File: src/rtl/core_quant_pkg.sv
// rtl/core_quant_pkg.sv - widths, saturation bounds and the round/shift/saturate helper
package core_quant_pkg;

  localparam int IDATA_BIT = 16;
  localparam int ODATA_BIT = 8;
  localparam int SCALE_BIT = 8;
  localparam int SHIFT_BIT = 5;
  localparam int PROD_BIT  = IDATA_BIT + SCALE_BIT + 2;

  localparam logic signed [ODATA_BIT-1:0] OMAX = {1'b0, {(ODATA_BIT-1){1'b1}}};
  localparam logic signed [ODATA_BIT-1:0] OMIN = {1'b1, {(ODATA_BIT-1){1'b0}}};

  // Round half toward +inf in PROD_BIT+1 bits, add zero-point, clip to output range.
  function automatic logic signed [ODATA_BIT-1:0] round_shift_sat(
    input logic signed [PROD_BIT-1:0]  prod,
    input logic        [SHIFT_BIT-1:0] shift,
    input logic signed [ODATA_BIT-1:0] zp
  );
    logic signed [PROD_BIT:0]   ext;
    logic signed [PROD_BIT:0]   rnd;
    logic signed [PROD_BIT:0]   r;
    logic signed [PROD_BIT+1:0] v;
    ext = {prod[PROD_BIT-1], prod};
    rnd = '0;
    if (shift == '0) begin
      r = ext;
    end else begin
      rnd = $signed({{PROD_BIT{1'b0}}, 1'b1} << (shift - 1'b1));
      r   = (ext + rnd) >>> shift;
    end
    v = {r[PROD_BIT], r} + {{(PROD_BIT+2-ODATA_BIT){zp[ODATA_BIT-1]}}, zp};
    if (v > OMAX)      return OMAX;
    else if (v < OMIN) return OMIN;
    else               return v[ODATA_BIT-1:0];
  endfunction

endpackage

File: src/rtl/core_quant_fifo.sv
// rtl/core_quant_fifo.sv - first-word-fall-through FIFO; write while full is accepted only with a same-cycle pop
module core_quant_fifo #(
  parameter int WIDTH = 8,
  parameter int DEPTH = 4
) (
  input  logic             clk,
  input  logic             rstn,
  input  logic             push,
  input  logic [WIDTH-1:0] din,
  input  logic             pop,
  output logic [WIDTH-1:0] dout,
  output logic             full,
  output logic             empty
);

  localparam int AW = $clog2(DEPTH);
  localparam int CW = AW + 1;

  logic [WIDTH-1:0] mem [DEPTH];
  logic [AW-1:0]    wr_ptr;
  logic [AW-1:0]    rd_ptr;
  logic [CW-1:0]    count;
  logic             wr_en;
  logic             rd_en;

  assign full  = (count == CW'(DEPTH));
  assign empty = (count == '0);
  assign rd_en = pop && !empty;
  assign wr_en = push && (!full || rd_en);
  assign dout  = empty ? '0 : mem[rd_ptr];

  always_ff @(posedge clk or negedge rstn) begin
    if (!rstn) begin
      wr_ptr <= '0;
      rd_ptr <= '0;
      count  <= '0;
    end else begin
      if (wr_en) wr_ptr <= wr_ptr + 1'b1;
      if (rd_en) rd_ptr <= rd_ptr + 1'b1;
      case ({wr_en, rd_en})
        2'b10:   count <= count + 1'b1;
        2'b01:   count <= count - 1'b1;
        default: count <= count;
      endcase
    end
  end

  always_ff @(posedge clk) begin
    if (wr_en) mem[wr_ptr] <= din;
  end

endmodule

File: src/rtl/core_quant.sv
// rtl/core_quant.sv - bias/scale/round/zero-point/saturate requantizer with non-stalling pipeline and output FIFO
module core_quant
  import core_quant_pkg::*;
#(
  parameter int FIFO_DEPTH = 4
) (
  input  logic                 clk,
  input  logic                 rstn,
  input  logic [IDATA_BIT-1:0] cfg_quant_bias,
  input  logic [SCALE_BIT-1:0] cfg_quant_scale,
  input  logic [SHIFT_BIT-1:0] cfg_quant_shift,
  input  logic [ODATA_BIT-1:0] cfg_quant_zp,
  input  logic                 cfg_ovf_clr,
  input  logic [IDATA_BIT-1:0] idata,
  input  logic                 idata_valid,
  output logic [ODATA_BIT-1:0] odata,
  output logic                 odata_valid,
  input  logic                 odata_ready,
  output logic                 ovf_flag
);

  logic                        v1, v2, v3;
  logic signed [IDATA_BIT:0]   sum1;
  logic signed [IDATA_BIT:0]   sum_next;
  logic signed [PROD_BIT-1:0]  prod2;
  logic signed [PROD_BIT-1:0]  sum_ext;
  logic signed [PROD_BIT-1:0]  scl_ext;
  logic signed [ODATA_BIT-1:0] q3;
  logic                        fifo_full;
  logic                        fifo_empty;
  logic                        pop;
  logic                        drop;

  assign sum_next = $signed({idata[IDATA_BIT-1], idata})
                  + $signed({cfg_quant_bias[IDATA_BIT-1], cfg_quant_bias});
  assign sum_ext  = {{(PROD_BIT-IDATA_BIT-1){sum1[IDATA_BIT]}}, sum1};
  assign scl_ext  = {{(PROD_BIT-SCALE_BIT){1'b0}}, cfg_quant_scale};

  always_ff @(posedge clk or negedge rstn) begin
    if (!rstn) begin
      v1    <= 1'b0;
      v2    <= 1'b0;
      v3    <= 1'b0;
      sum1  <= '0;
      prod2 <= '0;
      q3    <= '0;
    end else begin
      v1 <= idata_valid;
      v2 <= v1;
      v3 <= v2;
      if (idata_valid) sum1  <= sum_next;
      if (v1)          prod2 <= sum_ext * scl_ext;
      if (v2)          q3    <= round_shift_sat(prod2, cfg_quant_shift, cfg_quant_zp);
    end
  end

  assign odata_valid = !fifo_empty;
  assign pop         = odata_valid && odata_ready;
  // Upstream cannot be stalled, so a full FIFO without a pop loses the result.
  assign drop        = v3 && fifo_full && !pop;

  core_quant_fifo #(
    .WIDTH (ODATA_BIT),
    .DEPTH (FIFO_DEPTH)
  ) u_fifo (
    .clk   (clk),
    .rstn  (rstn),
    .push  (v3),
    .din   (q3),
    .pop   (pop),
    .dout  (odata),
    .full  (fifo_full),
    .empty (fifo_empty)
  );

  always_ff @(posedge clk or negedge rstn) begin
    if (!rstn)            ovf_flag <= 1'b0;
    else if (drop)        ovf_flag <= 1'b1;
    else if (cfg_ovf_clr) ovf_flag <= 1'b0;
  end

endmodule

File: config.mk
export PLATFORM = sky130hd
export DESIGN_NAME = core_quant
export DESIGN_NICKNAME = d
export VERILOG_FILES = /design/src/rtl/core_quant_pkg.sv /design/src/rtl/core_quant_fifo.sv /design/src/rtl/core_quant.sv
export SDC_FILE = /design/constraint.sdc
export NUM_CORES = 1
export LEC_CHECK = 0
export CORE_MARGIN = 4
export CORE_UTILIZATION = 54
export CTS_CLUSTER_DIAMETER = 150
export CTS_CLUSTER_SIZE = 20
export DETAILED_ROUTE_END_ITERATION = 8
export HOLD_SLACK_MARGIN = 0.1
export PLACE_DENSITY = 0.72
export SYNTH_ARGS = -nofsm -noshare
export SYNTH_HDL_FRONTEND = slang
export SYNTH_SLANG_ARGS = --single-unit
File: constraint.sdc
create_clock -name clk -period 7.3 [get_ports clk]
set_clock_uncertainty 0.2 [all_clocks]
set_input_delay 1.46 -clock clk [delete_from_list [all_inputs] [get_ports clk]]
set_output_delay 1.46 -clock clk [all_outputs]
set_load 0.05 [all_outputs]
==> results of run 1 <==
## power groups by stage
stage	Combinational (µW)	Sequential [µW]	Clock, µW
3_5_place_dp	7260	1060	0
2_1_floorplan	5150	895	0
5_1_grt	8630	1080	513
6_report	7730	1070	485
4_1_cts	7530	1050	492
3_3_place_gp	7040	1050	0
## cell usage in the layout (no fill, tap or decap), types with 18 or more instances in the layout
cell type,count
buf_4,331
inv_1,174
nand2_1,131
nor2_1,129
ha_1,118
fa_1,110
and2_1,104
o21ai_0,63
dfrtp_1,62
a21oi_1,61
clkdlybuf4s50_1,61
xnor2_1,54
nand3_1,38
nor3_1,38
mux2_2,38
a21o_1,37
edfxtp_1,32
o211ai_1,21
mux4_2,21
buf_6,19
a211oi_1,18
xor2_1,18
## per-stage QoR
stage | power [µW] | cell area (µm²)
after floorplan | 6040 | 14900
after global placement | 8090 | 18000
after detailed placement | 8320 | 18000
after CTS | 9070 | 19100
after global routing | 10200 | 19500
final | 9280 | 19500
## final cells by class
| type | instances | share of cell area, % |
|---|---|---|
| multi-input cells | 1373 | 62.3 |
| repair buffers | 419 | 17.6 |
| flip-flops and latches | 94 | 12.9 |
| inverters | 179 | 3.50 |
| well taps | 341 | 2.19 |
| clock buffers | 9 | 1.15 |
| clock inverters | 7 | 0.410 |
## state kept, by name, summed over array words and instances (netlist names)
register	flops
u_fifo.mem	32
v2	1
v3	1
ovf_flag	1
u_fifo.rd_ptr	2
q3	8
prod2	26
u_fifo.count	3
sum1	17
v1	1
u_fifo.wr_ptr	2
## critical path: cells and delay by family
family	cells	cell delay, ns
buf+inv	27	3.37
simple gates	5	1.30
fa+ha+maj	1	0.31
compound gates	8	1.51
## timing repair
action / 4_1_cts / 5_1_grt
setup endpoints to repair: 8 / 9
hold buffers: 0 / 0
setup buffers: 44 / 13
pin swaps: 48 / 30
resized for setup: 137 / 63
## how the worst max path moves through the flow
stage                  to  slack, ns  depth (start not counted)
floorplan           q3[0]      -0.72                         29
global placement    q3[1]      -1.57                         31
detailed placement  q3[2]      -1.63                         29
CTS                 q3[2]      -0.31                         28
global route        q3[2]      -0.69                         41
finish              q3[2]      -0.57                         41
## per-layer routing
metal | track usage, % | up-vias
li1 | - | 6782
met4 | 9.11 | 0
met2 | 52.7 | 559
met1 | 41.0 | 7151
met3 | 5.58 | 132
met5 | 0 | -
## kinds of logic (layout without fill, tap and decap cells)
| group | after synthesis | in the layout | share of synthesized area, % |
|---|---|---|---|
| flip-flops | 94 | 94 | 17.0 |
| AND/OR/NAND/NOR | 577 | 577 | 19.3 |
| multiplexers | 77 | 77 | 7.38 |
| adder cells (fa/ha/maj) | 238 | 238 | 25.9 |
| buffers and inverters | 251 | 614 | 6.40 |
| AO/OA/AOI/OAI | 403 | 403 | 19.3 |
| XOR/XNOR | 78 | 78 | 4.72 |
==> impl_metrics.ini, run 1 <==
[status]
status = complete, but fails checks
violations = setup timing

[power_and_ir_drop]
vdd_drop_max_mv = 0.518
p_leak_uw = 0.00896
switching_power_uw = 4560
pwr-share-clk_pct = 5.2
p_per_area_nw_per_um2 = 476
p_sw_share_pct = 49.1
pwr-share-comb_pct = 83.3
seq_power_share_pct = 11.5
p_int_uw = 4720

[drt]
drt-total-wl_um = 46900
vias = 14624
route.top_layer_used = met4
route.met3.wl_um = 3320
wl_per_cell_um = 19.4
route.met2.wl_um = 22400
drc = 0
firstDrtPassIters = 5
ant_nets = 0
via_per_inst = 6.04
drt_iter0_markers = 1387
wl_met1_um = 19600

[floorplan]
die_x_um = 173
die-area_um2 = 30000
start_util_pct = 54.7
core_um2 = 27000
placementRows = 60
die_h_um = 173
io_pins = 68

[layout]
nFillCells = 2019
multi_input_area_um2 = 12100
drive_above_1_share_pct = 28.5
synthToLayoutAreaGrowth_pct = 32.3
n_antenna_cell = 0
finalNonFillerCells = 2422
fin_util_pct = 72.4
fin_nets = 2372
register_area_um2 = 2510

[clock_network]
clock_path_buffers = 2
cts_buffers = 9
clock_latency_ns = 0.36
clk_pin_slew_ns = 0.07
htree_levels = 3
clockRootBuffer = clkbuf_16
cts_tree = yes
cts.sinks = 94

[logic_synthesis]
ys_seq_area_share_pct = 17.0
synth_top_area_share_pct = 15.2
avgSynthCellArea_um2 = 8.59
synthTopCellsByArea = fa_1 15%, ha_1 11%, dfrtp_1 11%
synth.largest_area_cell = fa_1
synth-edff-count = 32
synth_area_um2 = 14800
synth.net_count = 2014
synth_most_common_cell = inv_1
synthArstFlopShare_pct = 66.0
syn_inst = 1718
ys.flop_type = dfrtp_1
netlist_top_cells_count = 178 x inv_1, 144 x nor2_1, 140 x nand2_1, 126 x ha_1, 112 x fa_1
synth_cell_type_count = 94
ys_warn_count = 0
ys_ff_latch = 94

[timing]
timing_worst_slew_pin_value_ns = 1.27
holdWs_ns = 0.281
fin_setup_tns_ns = -3.67
fin_ws_ns = -0.570
setup_viol = 7
grt_setup_unrepaired = true
slew_headroom_pct = 15.4
drv_slew = 0
fin_crit_ns = 7.87
finalHoldViolCount = 0
timing.final.crit_share_pct = 108
fmax_mhz = 127

[critical_path]
slowest_stage = or4_4
max_stage_delay_ns = 0.51
end_kind = flop
required_ns = 7.37
worstReg2RegEnd = q3[2]
r2r_start = prod2[0]
critPathMostFrequentCell = buf_4
path_class = input pin to flop
ff2ff_path_depth = 27
ff2ff_setup_slack_ns = 0.53
startpoint = cfg_quant_shift[4]
cp.arrival_ns = 7.94
cp_max_fo = 7
worstSetupStartpointType = input pin

[place]
gp_congestion = 0.986
io_buffers = 67
dp_hpwl_um = 36500
dp_worst_setup_slack_ns = -1.63
dp_cells = 2350

[global_routing]
grt_overflow = 0
grt_start_max_net_pins = 63
grt_pass1_wl_um = 77200
grt_usage_pct = 31.1
grt_pass1_vias = 15278
antenna_found_initial = 0

[hold_path]
worstHoldStart = u_fifo.count[2]
whs_path_depth = 1
worstHoldEndpoint = u_fifo.count[2]
hold_class = flop to flop

[flow_run]
maxCapViolations = 0
No activity file was read; power rests on OpenSTA's default activity.
==> run 2, diff against run 1 <==
--- a/config.mk
+++ b/config.mk
@@ -10,8 +10,10 @@
 export CTS_CLUSTER_DIAMETER = 150
 export CTS_CLUSTER_SIZE = 20
 export DETAILED_ROUTE_END_ITERATION = 8
+export DONT_BUFFER_PORTS = 1
 export HOLD_SLACK_MARGIN = 0.1
-export PLACE_DENSITY = 0.72
+export MAX_ROUTING_LAYER = met4
+export PLACE_DENSITY = 0.69
 export SYNTH_ARGS = -nofsm -noshare
 export SYNTH_HDL_FRONTEND = slang
 export SYNTH_SLANG_ARGS = --single-unit
==> impl_metrics.ini, run 2 (synthesis results as in run 1) <==
[critical_path]
max_stage_delay_ns = 0.54
worstReg2RegEnd = q3[3]
worstSetupStartpointType = input pin
ff2ff_path_depth = 24
end_kind = flop
path_class = input pin to flop
cp.arrival_ns = 7.83
slowest_stage = or4_4
cp_max_fo = 22
r2r_start = prod2[7]
required_ns = 7.38
ff2ff_setup_slack_ns = 0.50

[clock_network]
htree_levels = 3
clockRootBuffer = clkbuf_16
cts_tree = yes
clock_path_buffers = 2
clk_pin_slew_ns = 0.08
clock_latency_ns = 0.36
cts_buffers = 9
cts.sinks = 94

[timing]
slew_headroom_pct = 19.0
grt_setup_unrepaired = true
fin_crit_ns = 7.76
finalHoldViolCount = 0
setup_viol = 7
timing.final.crit_share_pct = 106
fin_setup_tns_ns = -3.02
drv_slew = 0
fmax_mhz = 129
timing_worst_slew_pin_value_ns = 1.22
fin_ws_ns = -0.457

[hold_path]
whs_path_depth = 1
worstHoldStart = u_fifo.count[2]
hold_class = flop to flop
worstHoldEndpoint = u_fifo.count[2]

[layout]
register_area_um2 = 2510
largest_reg_flops = 32
nFillCells = 2174
synthToLayoutAreaGrowth_pct = 23.1
drive_above_1_share_pct = 25.7
top_register = u_fifo.mem
largest_registers = u_fifo.mem: 32 flops, prod2: 26 flops, sum1: 17 flops
layout_commonest_cell = buf_4
final_cell_mix = 291 x buf_4, 174 x inv_1, 139 x nor2_1, 133 x nand2_1, 121 x ha_1
multi_input_area_um2 = 11900
fin_nets = 2253
n_antenna_cell = 0

[status]
status = complete, but fails checks
violations = setup timing

[drt]
vias = 14075
wl_per_cell_um = 19.2
drt-total-wl_um = 44300
drt_iter0_markers = 1195
firstDrtPassIters = 6
drc = 0
ant_nets = 0
via_per_inst = 6.11

[power_and_ir_drop]
seq_power_share_pct = 12.1
p_leak_uw = 0.00844
p_sw_share_pct = 49.0
vdd_drop_max_mv = 0.483
switching_power_uw = 4360
pwr-share-comb_pct = 82.5
pwr-share-clk_pct = 5.4
power.total_uw = 8900
p_int_uw = 4540
p_per_area_nw_per_um2 = 490

[global_routing]
grt_pass1_vias = 14293
antenna_found_initial = 0
grt_usage_pct = 30.8
grt_pass1_wl_um = 73800
grt_start_max_net_pins = 63
grt_overflow = 0

[place]
gp_congestion = 0.976
io_buffers = 0
dp_hpwl_um = 35000
dp_worst_setup_slack_ns = -0.997

[floorplan]
die_x_um = 173
core_um2 = 27000
die_h_um = 173
die-area_um2 = 30000
start_util_pct = 54.7
placementRows = 60
io_pins = 68

[flow_run]
maxCapViolations = 0
run 2: cell types whose count changed in the layout (fill, tap and decap cells not counted), moves of 4 or more:
cell	before	now
clkdlybuf4s50_1	61	0
a21oi_2	11	6
buf_6	19	9
nor2_2	11	4
o22ai_2	0	7
nor2_1	129	139
o22ai_1	12	6
buf_4	331	291
a21oi_1	61	68
buf_12	5	0
ha_4	5	1
run 2: stage by stage:
step	area, µm²	instances	hold WS [ns]	util (%)
2_1_floorplan	14900	1718	0.152	-
3_3_place_gp	17000	2253	0.266	63.1
3_5_place_dp	17000	2253	0.271	63.1
4_1_cts	17800	2288	0.283	66.2
5_1_grt	18200	2303	0.311	67.4
6_report	18200	2303	0.284	67.4
run 2: cell type report:
cell class                 instances  area share, %
timing repair buffer             300           12.6
sequential                        94           13.8
multi-input combinational       1373           65.6
inverter                         179           3.95
tap                              341           2.35
clock buffer                       9           1.24
clock inverter                     7          0.400
run 2: worst max-delay path by stage:
stage                        from     to  slack, ns  cells past startpoint
6_report       cfg_quant_shift[3]  q3[3]      -0.46                     29
5_1_grt        cfg_quant_shift[1]  q3[3]      -0.62                     29
4_1_cts        cfg_quant_shift[3]  q3[3]      -0.23                     30
3_5_place_dp   cfg_quant_shift[3]  q3[3]       -1.0                     28
3_3_place_gp   cfg_quant_shift[4]  q3[0]      -0.88                     29
2_1_floorplan  cfg_quant_shift[2]  q3[0]      -0.72                     29
run 2: what timing repair did:
| item | CTS | global route |
|---|---|---|
| hold endpoints to repair | 0 | 0 |
| buffers inserted | 19 | 15 |
| hold buffers | 0 | 0 |
| gates resized for setup | 87 | 41 |
| endpoints found under the setup margin | 7 | 8 |
| pin swaps | 55 | 32 |
run 2: power by group through the flow:
stage	Clock (µW)	Combinational (µW)	Sequential, µW
floorplan	0	5150	895
global placement	0	6770	1060
detailed placement	0	6930	1070
CTS	491	7180	1060
global route	513	8270	1090
finish	483	7340	1080
run 2: critical path, delay by kind of cell:
family,cells,cell delay [ns]
buffers and inverters,4,0.40
AOI/OAI and AO/OA,9,1.93
muxes,3,1.06
and+or+nand+nor,10,2.14
adders and majority gates,3,0.85
run 2: layer usage:
| layer | track usage (%) | up-vias | wire, µm | part of all wire (%) |
|---|---|---|---|---|
| met4 | 8.41 | 0 | 1370 | 3.1 |
| met3 | 3.23 | 106 | 2680 | 6.1 |
| li1 | - | 6553 | - | - |
| met1 | 41.7 | 6880 | 19400 | 44 |
| met5 | - | - | 0 | 0 |
| met2 | 49.7 | 536 | 20900 | 47 |
==> run 3, diff against run 2 <==
--- a/config.mk
+++ b/config.mk
@@ -6,14 +6,13 @@
 export NUM_CORES = 1
 export LEC_CHECK = 0
 export CORE_MARGIN = 4
-export CORE_UTILIZATION = 54
+export CORE_UTILIZATION = 40
 export CTS_CLUSTER_DIAMETER = 150
 export CTS_CLUSTER_SIZE = 20
 export DETAILED_ROUTE_END_ITERATION = 8
 export DONT_BUFFER_PORTS = 1
 export HOLD_SLACK_MARGIN = 0.1
 export MAX_ROUTING_LAYER = met4
-export PLACE_DENSITY = 0.69
 export SYNTH_ARGS = -nofsm -noshare
 export SYNTH_HDL_FRONTEND = slang
 export SYNTH_SLANG_ARGS = --single-unit
==> impl_metrics.ini, run 3 (synthesis results as in run 1) <==
[critical_path]
cp_max_fo = 24
path_class = input pin to flop
worstSetupStartpointType = input pin
slowest_stage = or4_4
cp.arrival_ns = 7.66
end_kind = flop
required_ns = 7.38
max_stage_delay_ns = 0.54

[floorplan]
core_um2 = 36500
die_h_um = 200
placementRows = 70
die-area_um2 = 40000
io_pins = 68
start_util_pct = 40.4
die_x_um = 200

[global_routing]
antenna_found_initial = 0
grt_usage_pct = 23.6
grt_pass1_wl_um = 73700
grt_pass1_vias = 13982
grt_overflow = 0
grt_start_max_net_pins = 63

[place]
dp_hpwl_um = 36200
io_buffers = 0
placed_area_um2 = 17200
dp_cells = 2382
gp_congestion = 0.947

[clock_network]
clk_pin_slew_ns = 0.08
cts.sinks = 94
cts_tree = yes
clockRootBuffer = clkbuf_16
htree_levels = 3
clock_latency_ns = 0.36
clock_path_buffers = 2
cts_buffers = 9

[power_and_ir_drop]
seq_power_share_pct = 12.1
p_int_uw = 4530
p_leak_uw = 0.00838
switching_power_uw = 4360
vdd_drop_max_mv = 0.405
p_sw_share_pct = 49.0
pwr-share-clk_pct = 5.4
p_per_area_nw_per_um2 = 484
power.total_uw = 8890
pwr-share-comb_pct = 82.5

[timing]
slew_headroom_pct = 19.3
timing_worst_slew_pin_value_ns = 1.21
fin_ws_ns = -0.284
fin_setup_tns_ns = -1.88
timing.final.crit_share_pct = 104
drv_slew = 0
setup_viol = 7
holdWs_ns = 0.284
fin_crit_ns = 7.58
finalHoldViolCount = 0
grt_setup_unrepaired = true
fmax_mhz = 132

[status]
status = complete, but fails checks
violations = setup timing

[layout]
register_area_um2 = 2510
top_register = u_fifo.mem
finalNonFillerCells = 2423
drive_above_1_share_pct = 25.9
fin_nets = 2246
largest_registers = u_fifo.mem: 32 flops, prod2: 26 flops, sum1: 17 flops
synthToLayoutAreaGrowth_pct = 24.5
final_cell_mix = 285 x buf_4, 174 x inv_1, 135 x nor2_1, 132 x nand2_1, 118 x ha_1
layout_commonest_cell = buf_4
multi_input_area_um2 = 12000
fin_area_um2 = 18400
nFillCells = 3397
n_antenna_cell = 0
largest_reg_flops = 32

[drt]
drt-total-wl_um = 45300
ant_nets = 0
drc = 0
route.met2.wl_um = 22400
route.met3.wl_um = 1970
wl_met1_um = 20000
drt_iter0_markers = 947
wl_per_cell_um = 18.7
route.top_layer_used = met4
via_per_inst = 5.66
vias = 13721
firstDrtPassIters = 5

[hold_path]
hold_class = flop to flop

[flow_run]
maxCapViolations = 0
[run 3: cell types whose count changed in the layout (fill, tap and decap cells not counted), sizes merged]
cell / previous run / this run
inv: 182 / 181
clkinvlp: 1 / 2
buf: 300 / 293
[run 3: worst paths after layout]
path | startpoint | to | slack [ns] | cells past startpoint
setup / recovery | cfg_quant_shift[4] | q3[6] | -0.28 | 28
hold / removal | u_fifo.count[2] | u_fifo.count[2] | 0.28 | 1
setup reg to reg | prod2[6] | q3[6] | 0.65 | 27
hold reg to reg | u_fifo.count[2] | u_fifo.count[2] | 0.28 | 1
max in group asynchronous | rstn | u_fifo.count[2] | 6.18 | 0
min in group asynchronous | rstn | prod2[23] | 0.59 | 0
[run 3: worst max-delay path, delay by kind of cell]
family                   cells  cell delay [ns]
AND/OR/NAND/NOR             10             2.11
AO/OA/AOI/OAI                9             1.91
multiplexers                 3             1.06
adder cells (fa/ha/maj)      3             0.81
buffers and inverters        3             0.30
[run 3: layer usage]
layer  up-vias  track usage [%]
met3        64             2.43
li1       6546                -
met4         0             5.08
met2       346             40.0
met5         -                -
met1      6765             30.7
[run 3: area by class of cell]
cell class / instances / share of cell area (%)
Sequential cell: 94 / 13.7
Clock inverter: 7 / 0.409
Timing Repair Buffer: 293 / 12.2
Multi-Input combinational cell: 1373 / 65.6
Clock buffer: 9 / 1.23
Inverter: 179 / 3.69
Tap cell: 468 / 3.19
[run 3: power groups by stage]
stage	registers, µW	clock network, µW	logic [µW]
2_1_floorplan	895	0	5150
3_3_place_gp	1070	0	6850
3_5_place_dp	1080	0	6980
4_1_cts	1070	493	7210
5_1_grt	1090	513	8230
6_report	1070	481	7330
[run 3: repair_timing]
item / in CTS / in global routing
endpoints found under the setup margin: 8 / 8
gates resized for setup: 85 / 58
pin swaps: 39 / 37
buffers inserted: 16 / 9
hold buffers: 0 / 0
[run 3: metrics by stage]
stage          utilization [%]  worst slack (ns)
6_report                  50.3            -0.284
5_1_grt                   50.3            -0.508
4_1_cts                   49.3            -0.178
3_5_place_dp              47.1             -1.16
3_3_place_gp              47.1             -1.11
2_1_floorplan                -            -0.720
